## src/rtl/hyperbus_pkg.sv

```systemverilog
`default_nettype none
// ----------------------------------------------------------------------------
// hyperbus_pkg: shared types and default timing constants for the CS guard.
// Rev 1.0
// ----------------------------------------------------------------------------
package hyperbus_pkg;

  typedef enum logic [1:0] {
    READY   = 2'd0,
    ACTIVE  = 2'd1,
    RECOVER = 2'd2
  } hyperbus_cs_state_e;

  // 4 us of CS-low at a 166 MHz PHY clock
  localparam int unsigned T_CSM_DEFAULT_CYCLES  = 664;
  localparam int unsigned T_CSHI_DEFAULT_CYCLES = 2;

endpackage
`default_nettype wire

```

## src/rtl/hyperbus_sat_counter.sv

```systemverilog
`default_nettype none
// ----------------------------------------------------------------------------
// hyperbus_sat_counter: clear / load-to-1 / increment counter, optionally saturating.
// Rev 1.0
// ----------------------------------------------------------------------------
module hyperbus_sat_counter #(
  parameter int WIDTH    = 12,
  parameter bit SATURATE = 1'b1
) (
  input  logic             tx_clk_90,
  input  logic             rst_ni,
  input  logic             i_clr,
  input  logic             i_load,
  input  logic             i_inc,
  output logic [WIDTH-1:0] o_count
);

  localparam logic [WIDTH-1:0] C_ONE = {{(WIDTH-1){1'b0}}, 1'b1};

  logic [WIDTH-1:0] r_count;
  logic             w_at_max;

  assign w_at_max = SATURATE && (&r_count);

  always_ff @(posedge tx_clk_90 or negedge rst_ni) begin
    if (!rst_ni) begin
      r_count <= '0;
    end else if (i_clr) begin
      r_count <= '0;
    end else if (i_load) begin
      r_count <= C_ONE;
    end else if (i_inc && !w_at_max) begin
      r_count <= r_count + C_ONE;
    end
  end

  assign o_count = r_count;

endmodule
`default_nettype wire

```

## src/rtl/hyperbus_cs_timer.sv

```systemverilog
`default_nettype none
// ----------------------------------------------------------------------------
// hyperbus_cs_timer: t_CSM / t_CSHI guard on the registered HyperBus CS vector.
// Optional statistics with HYPERBUS_CS_TIMER_STATS_EN.  Rev 1.0
// ----------------------------------------------------------------------------
module hyperbus_cs_timer
  import hyperbus_pkg::*;
#(
  parameter int NumChips = 2,
  parameter int CntWidth = 12
) (
  input  logic                tx_clk_90,
  input  logic                rst_ni,
  input  logic [NumChips-1:0] hyper_cs_ni,
  input  logic [CntWidth-1:0] cfg_max_low_i,
  input  logic [CntWidth-1:0] cfg_split_margin_i,
  input  logic [CntWidth-1:0] cfg_min_high_i,
  input  logic                err_clear_i,
  output logic                ready_o,
  output logic                split_req_o,
  output logic                err_tcsm_o,
  output logic                err_tcshi_o,
  output logic                err_multi_cs_o,
  output logic [15:0]         stat_trx_cnt_o,
  output logic [CntWidth-1:0] stat_max_low_o
);

  localparam logic [1:0] S_READY   = READY;
  localparam logic [1:0] S_ACTIVE  = ACTIVE;
  localparam logic [1:0] S_RECOVER = RECOVER;

  logic [1:0]          r_state;
  logic [1:0]          w_state_nxt;
  logic [CntWidth-1:0] r_cnt;
  logic                w_cnt_load;
  logic                w_cnt_inc;
  logic                w_cs_low;
  logic                w_multi_cs;
  logic [CntWidth-1:0] w_split_thr;
  logic                w_set_tcsm;
  logic                w_set_tcshi;
  logic                r_err_tcsm;
  logic                r_err_tcshi;
  logic                r_err_multi_cs;

  assign w_cs_low   = ~&hyper_cs_ni;
  assign w_multi_cs = $countones(~hyper_cs_ni) > 1;

  always_comb begin
    w_state_nxt = r_state;
    w_cnt_load  = 1'b0;
    w_cnt_inc   = 1'b0;
    case (r_state)
      S_READY: begin
        if (w_cs_low) begin
          w_state_nxt = S_ACTIVE;
          w_cnt_load  = 1'b1;
        end
      end
      S_ACTIVE: begin
        if (!w_cs_low) begin
          w_state_nxt = S_RECOVER;
          w_cnt_load  = 1'b1;
        end else begin
          w_cnt_inc = 1'b1;
        end
      end
      S_RECOVER: begin
        // A reassertion wins over a recovery that would complete this cycle
        if (w_cs_low) begin
          w_state_nxt = S_ACTIVE;
          w_cnt_load  = 1'b1;
        end else if (r_cnt >= cfg_min_high_i) begin
          w_state_nxt = S_READY;
        end else begin
          w_cnt_inc = 1'b1;
        end
      end
      default: w_state_nxt = S_READY;
    endcase
  end

  hyperbus_sat_counter #(
    .WIDTH    (CntWidth),
    .SATURATE (1'b1)
  ) u_cnt (
    .tx_clk_90 (tx_clk_90),
    .rst_ni    (rst_ni),
    .i_clr     (1'b0),
    .i_load    (w_cnt_load),
    .i_inc     (w_cnt_inc),
    .o_count   (r_cnt)
  );

  assign w_split_thr = (cfg_max_low_i > cfg_split_margin_i) ?
                       (cfg_max_low_i - cfg_split_margin_i) : '0;
  assign w_set_tcsm  = (r_state == S_ACTIVE) && (r_cnt > cfg_max_low_i);
  assign w_set_tcshi = (r_state == S_RECOVER) && w_cs_low;

  always_ff @(posedge tx_clk_90 or negedge rst_ni) begin
    if (!rst_ni) begin
      r_state        <= S_READY;
      r_err_tcsm     <= 1'b0;
      r_err_tcshi    <= 1'b0;
      r_err_multi_cs <= 1'b0;
    end else begin
      r_state        <= w_state_nxt;
      r_err_tcsm     <= w_set_tcsm  | (r_err_tcsm     & ~err_clear_i);
      r_err_tcshi    <= w_set_tcshi | (r_err_tcshi    & ~err_clear_i);
      r_err_multi_cs <= w_multi_cs  | (r_err_multi_cs & ~err_clear_i);
    end
  end

  assign ready_o        = (r_state == S_READY);
  assign split_req_o    = (r_state == S_ACTIVE) && (r_cnt >= w_split_thr);
  // The over-limit condition is visible in the cycle it first holds
  assign err_tcsm_o     = r_err_tcsm | w_set_tcsm;
  assign err_tcshi_o    = r_err_tcshi;
  assign err_multi_cs_o = r_err_multi_cs;

`ifdef HYPERBUS_CS_TIMER_STATS_EN
  logic                w_enter_active;
  logic [CntWidth-1:0] r_max_low;

  assign w_enter_active = (r_state != S_ACTIVE) && (w_state_nxt == S_ACTIVE);

  hyperbus_sat_counter #(
    .WIDTH    (16),
    .SATURATE (1'b0)
  ) u_trx_cnt (
    .tx_clk_90 (tx_clk_90),
    .rst_ni    (rst_ni),
    .i_clr     (err_clear_i),
    .i_load    (1'b0),
    .i_inc     (w_enter_active),
    .o_count   (stat_trx_cnt_o)
  );

  always_ff @(posedge tx_clk_90 or negedge rst_ni) begin
    if (!rst_ni) begin
      r_max_low <= '0;
    end else if (err_clear_i) begin
      r_max_low <= '0;
    end else if ((r_state == S_ACTIVE) && !w_cs_low && (r_cnt > r_max_low)) begin
      r_max_low <= r_cnt;
    end
  end

  assign stat_max_low_o = r_max_low;
`else
  assign stat_trx_cnt_o = '0;
  assign stat_max_low_o = '0;
`endif

endmodule
`default_nettype wire

```

## config.mk

```make
export PLATFORM = sky130hd
export DESIGN_NAME = hyperbus_cs_timer
export DESIGN_NICKNAME = d
export VERILOG_FILES = /design/src/rtl/hyperbus_pkg.sv /design/src/rtl/hyperbus_sat_counter.sv /design/src/rtl/hyperbus_cs_timer.sv
export SDC_FILE = /design/constraint.sdc
export NUM_CORES = 1
export LEC_CHECK = 0
export ABC_AREA = 1
export CAP_MARGIN = 20
export CORE_MARGIN = 2
export CORE_UTILIZATION = 36
export CTS_BUF_LIST = sky130_fd_sc_hd__clkbuf_4 sky130_fd_sc_hd__clkbuf_8
export DETAILED_ROUTE_END_ITERATION = 6
export RECOVER_POWER = 25
export SYNTH_ARGS = -nofsm -noshare
export SYNTH_HDL_FRONTEND = slang
export SYNTH_SLANG_ARGS = --single-unit
```

## constraint.sdc

```tcl
create_clock -name tx_clk_90 -period 6.1 [get_ports tx_clk_90]
set_clock_uncertainty 0.15 [all_clocks]
set_input_delay 0.61 -clock tx_clk_90 [delete_from_list [all_inputs] [get_ports tx_clk_90]]
set_output_delay 0.61 -clock tx_clk_90 [all_outputs]
set_load 0.05 [all_outputs]
```

==> flow_summary.html <==
<table>
<tr><th>Metric</th><th>Value</th></tr>
<tr><th colspan="2">Die</th></tr>
<tr><td>Chip Width</td><td>92.0 um</td></tr>
<tr><td>Core region area</td><td>7610 um2</td></tr>
<tr><td>Die outline height</td><td>92.0 um</td></tr>
<tr><td>Boundary pin count</td><td>74</td></tr>
<tr><td>Die area</td><td>8470 um2</td></tr>
<tr><td>Standard-cell rows</td><td>32</td></tr>
<tr><td>Initial standard-cell utilization of the core</td><td>36.7%</td></tr>
<tr><th colspan="2">Clocking</th></tr>
<tr><td>Maximum clock insertion buffer count</td><td>2</td></tr>
<tr><td>Clock Pin Slew Worst Setup and Hold Paths</td><td>0.07 ns</td></tr>
<tr><td>Buffers inserted during post-CTS setup optimization</td><td>0</td></tr>
<tr><td>TritonCTS Buffers</td><td>3</td></tr>
<tr><td>Hold buffer count at cts</td><td>0</td></tr>
<tr><td>Level count of the clock H-tree</td><td>1</td></tr>
<tr><td>Skew-Pair Late Insertion Delay</td><td>0.25 ns</td></tr>
<tr><td>Clock tree from TritonCTS</td><td>yes</td></tr>
<tr><td>Clock root buffer master</td><td>clkbuf_8</td></tr>
<tr><td>CTS-repair resized insts</td><td>0</td></tr>
<tr><td>CTS sink count</td><td>17</td></tr>
<tr><th colspan="2">Power</th></tr>
<tr><td>P_sw</td><td>337 uW</td></tr>
<tr><td>Total internal power</td><td>307 uW</td></tr>
<tr><td>Clock share of power</td><td>12.9%</td></tr>
<tr><td>Switching power as a share of total power</td><td>52.3%</td></tr>
<tr><td>Peak supply drop</td><td>0.101 mV</td></tr>
<tr><td>Flop pwr share</td><td>22.9%</td></tr>
<tr><td>Leakage power total</td><td>1.80 nW</td></tr>
<tr><td>Power Density</td><td>197 nW/um2</td></tr>
<tr><td>Power share of the combinational group</td><td>64.2%</td></tr>
<tr><th colspan="2">Setup path</th></tr>
<tr><td>Setup Crit Path Kind</td><td>primary input to output pin</td></tr>
<tr><td>Critical Path Start Type</td><td>primary input</td></tr>
<tr><td>Maximum fanout count along the critical path</td><td>6</td></tr>
<tr><td>Critical Path End Type</td><td>output pin</td></tr>
<tr><td>Crit path required time</td><td>5.34 ns</td></tr>
<tr><td>Data arrival, critical path</td><td>4.32 ns</td></tr>
<tr><th colspan="2">Timing</th></tr>
<tr><td>Final hold violation count</td><td>0</td></tr>
<tr><td>Min cycle time layout</td><td>5.08 ns</td></tr>
<tr><td>Setup slack after layout</td><td>1.02 ns</td></tr>
<tr><td>Highest clock rate</td><td>197 MHz</td></tr>
<tr><td>Share of the clock period used by the worst path after layout</td><td>83.3%</td></tr>
<tr><td>Unrepaired setup endpoints after global routing</td><td>false</td></tr>
<tr><td>Number of setup violations in the final report</td><td>0</td></tr>
<tr><td>Worst-margin pin slew</td><td>0.788 ns</td></tr>
<tr><td>Max-Slew Margin vs Limit</td><td>47.3%</td></tr>
<tr><td>Total negative slack</td><td>0 ns</td></tr>
<tr><td>Number of max-slew violations in the final report</td><td>0</td></tr>
<tr><th colspan="2">Synth</th></tr>
<tr><td>Average footprint of a synthesized cell</td><td>6.86 um2</td></tr>
<tr><td>Sequential area share after synthesis</td><td>15.2%</td></tr>
<tr><td>Number of enable-type register cells in the synthesized netlist</td><td>0</td></tr>
<tr><td>Synthesized flop and latch total</td><td>17</td></tr>
<tr><td>Most frequently used cell type in the post-synthesis netlist</td><td>nand2_1</td></tr>
<tr><td>Proportion of netlist area held by the largest area contributor</td><td>23.8%</td></tr>
<tr><td>Instance count of the mapped netlist</td><td>407</td></tr>
<tr><td>Post-synth top cells</td><td>nand2_1, inv_1, ha_1</td></tr>
<tr><td>Prevailing post-synth register cell</td><td>dfrtp_1</td></tr>
<tr><td>Cell type contributing the most total cell area after synthesis</td><td>ha_1</td></tr>
<tr><td>Number of distinct library cell variants in the gate-level netlist after synthesis</td><td>36</td></tr>
<tr><td>Synth async-reset ratio</td><td>100%</td></tr>
<tr><td>Cell types occupying the most area after synthesis</td><td>ha_1, dfrtp_1, nand2_1</td></tr>
<tr><td>Synthesized cell area</td><td>2790 um2</td></tr>
<tr><td>Count of warnings emitted by yosys</td><td>0</td></tr>
<tr><th colspan="2">Detailed routing</th></tr>
<tr><td>Remaining antenna violation count</td><td>0</td></tr>
<tr><td>Length of the first detailed-routing pass in iterations</td><td>4</td></tr>
<tr><td>First DRT Iteration DRCs</td><td>80</td></tr>
<tr><td>Number of vias per cell</td><td>4.62</td></tr>
<tr><td>Aggregate routed wire length</td><td>6.18 mm</td></tr>
<tr><td>Average routed wire per standard cell</td><td>11.2 um</td></tr>
<tr><td>Drc violations</td><td>0</td></tr>
<tr><td>Vias</td><td>2553</td></tr>
<tr><th colspan="2">Outcome</th></tr>
<tr><td>Result of the run</td><td>complete, no violations</td></tr>
<tr><th colspan="2">Global route</th></tr>
<tr><td>Global-route wire length before repair</td><td>10.9 mm</td></tr>
<tr><td>Largest net degree at the start of global routing</td><td>24</td></tr>
<tr><td>Vias in the first global route</td><td>2426</td></tr>
<tr><td>Global route overflow</td><td>0</td></tr>
<tr><td>Number of antenna violations at the first check in global routing</td><td>0</td></tr>
<tr><td>Total routing resource utilization after global routing</td><td>15.5%</td></tr>
<tr><th colspan="2">Placement</th></tr>
<tr><td>Port Buffer Count</td><td>45</td></tr>
<tr><td>Final GP Congestion</td><td>0.842</td></tr>
<tr><td>Inst Count DP</td><td>549</td></tr>
<tr><td>Worst setup timing slack at the placement stage</td><td>1.05 ns</td></tr>
<tr><td>Detailed placement HPWL</td><td>5.19 mm</td></tr>
<tr><th colspan="2">Cells and area</th></tr>
<tr><td>Synth-to-Final Area Change</td><td>17.3%</td></tr>
<tr><td>Share of cells above drive strength 1</td><td>2.88%</td></tr>
<tr><td>Final #Nets</td><td>547</td></tr>
<tr><td>Antenna Cells</td><td>0</td></tr>
<tr><td>Final instance count without filler cells</td><td>553</td></tr>
<tr><th colspan="2">Flow run</th></tr>
<tr><td>Count of max-cap constraint violations</td><td>0</td></tr>
<tr><th colspan="2">Hold path</th></tr>
<tr><td>Worst hold path type</td><td>register to register</td></tr>
</table>
-- worst paths after layout --
kind	startpoint	to	slack [ns]	cells after the start
worst max-delay path	cfg_max_low_i[0]	split_req_o	1.02	22
worst min-delay path	err_multi_cs_o$_DFF_PN0_	err_multi_cs_o$_DFF_PN0_	0.37	2
worst max register to register	u_cnt.o_count[7]$_DFFE_PN0P_	u_cnt.o_count[0]$_DFFE_PN0P_	3.62	12
worst min register to register	err_multi_cs_o$_DFF_PN0_	err_multi_cs_o$_DFF_PN0_	0.37	2
max in group asynchronous	rst_ni	u_cnt.o_count[1]$_DFFE_PN0P_	4.57	1
min in group asynchronous	rst_ni	u_cnt.o_count[7]$_DFFE_PN0P_	0.73	1
-- sequential cells by signal, indices dropped and copies added (netlist names) --
name	cells
u_cnt.o_count	12
err_multi_cs_o	1
r_err_tcsm	1
r_state	2
err_tcshi_o	1
-- through the flow --
stage	total power [mW]	utilization (%)	hold WS, ns	instance area [um2]
global route	0.715	43.0	0.403	3270
finish	0.645	43.0	0.371	3270
floorplan	0.486	-	0.164	2890
global placement	0.555	42.4	0.344	3230
CTS	0.651	43.0	0.373	3270
detailed placement	0.567	42.4	0.360	3230
-- power groups by stage --
stage	logic (mW)	registers (mW)	clock network, mW
final	0.414	0.148	0.0831
after floorplan	0.334	0.152	0
after global placement	0.407	0.148	0
after detailed placement	0.416	0.150	0
after CTS	0.417	0.148	0.0858
after global routing	0.473	0.151	0.0906
-- critical path: stages --
cell and delay [ns]:
clkdlybuf4s50_1 0.49, inv_1 0.05, ha_1 0.21, fa_1 0.41, inv_1 0.07, nand3_1 0.08
nand2_1 0.10, nand2_1 0.08, nand2_1 0.10, nand2_1 0.05, nand2_1 0.07, nand2_1 0.12
a21oi_1 0.14, o21ai_0 0.10, ha_1 0.30, nand2_1 0.07, nor2_1 0.18, nand3_1 0.10
nand4_1 0.09, nand2_1 0.05, inv_1 0.06, clkdlybuf4s50_1 0.80
-- kinds of logic after synthesis --
kind of cell / count (synthesis) / share of synthesized area (%)
AND/OR/NAND/NOR: 168 / 27.2
buffers and inverters: 104 / 18.6
adder cells (fa/ha/maj): 54 / 24.5
AO/OA/AOI/OAI: 50 / 10.3
flip-flops: 17 / 15.2
XOR/XNOR: 13 / 4.08
other: 1 / 0.134
-- routing by layer --
metal,vias to the layer above,track usage [%],part of all wire (%)
li1,1373,-,-
met1,1112,21.8,49
met2,66,26.7,46
met3,2,1.48,4.5
met4,0,1.49,0.32
met5,-,0,0
-- cell usage in the layout (no fill, tap or decap), types with 2 or more instances in the layout --
cell type	instances
nand2_1	87
inv_1	68
ha_1	53
clkdlybuf4s50_1	42
nand3_1	30
conb_1	28
a21oi_1	24
nor2_1	18
nand4_1	17
dfrtp_1	17
xor2_1	9
o21ai_0	8
nor3_1	5
o211ai_1	5
xnor2_1	4
a211oi_1	3
inv_2	3
or2_1	3
o21ai_1	3
clkbuf_8	3
dlygate4sd3_1	3
o21a_1	2
nor2_2	2
-- layout make-up --
cell class	count	area (um2)
clock buffer	3	41.3
inverter	71	267
multi-input combinational	313	1950
timing repair buffer	46	458
fill	814	4340
sequential	17	425
tap	102	128
clock inverter	1	5.00
Note: power is estimated with default switching activity, not from simulation.
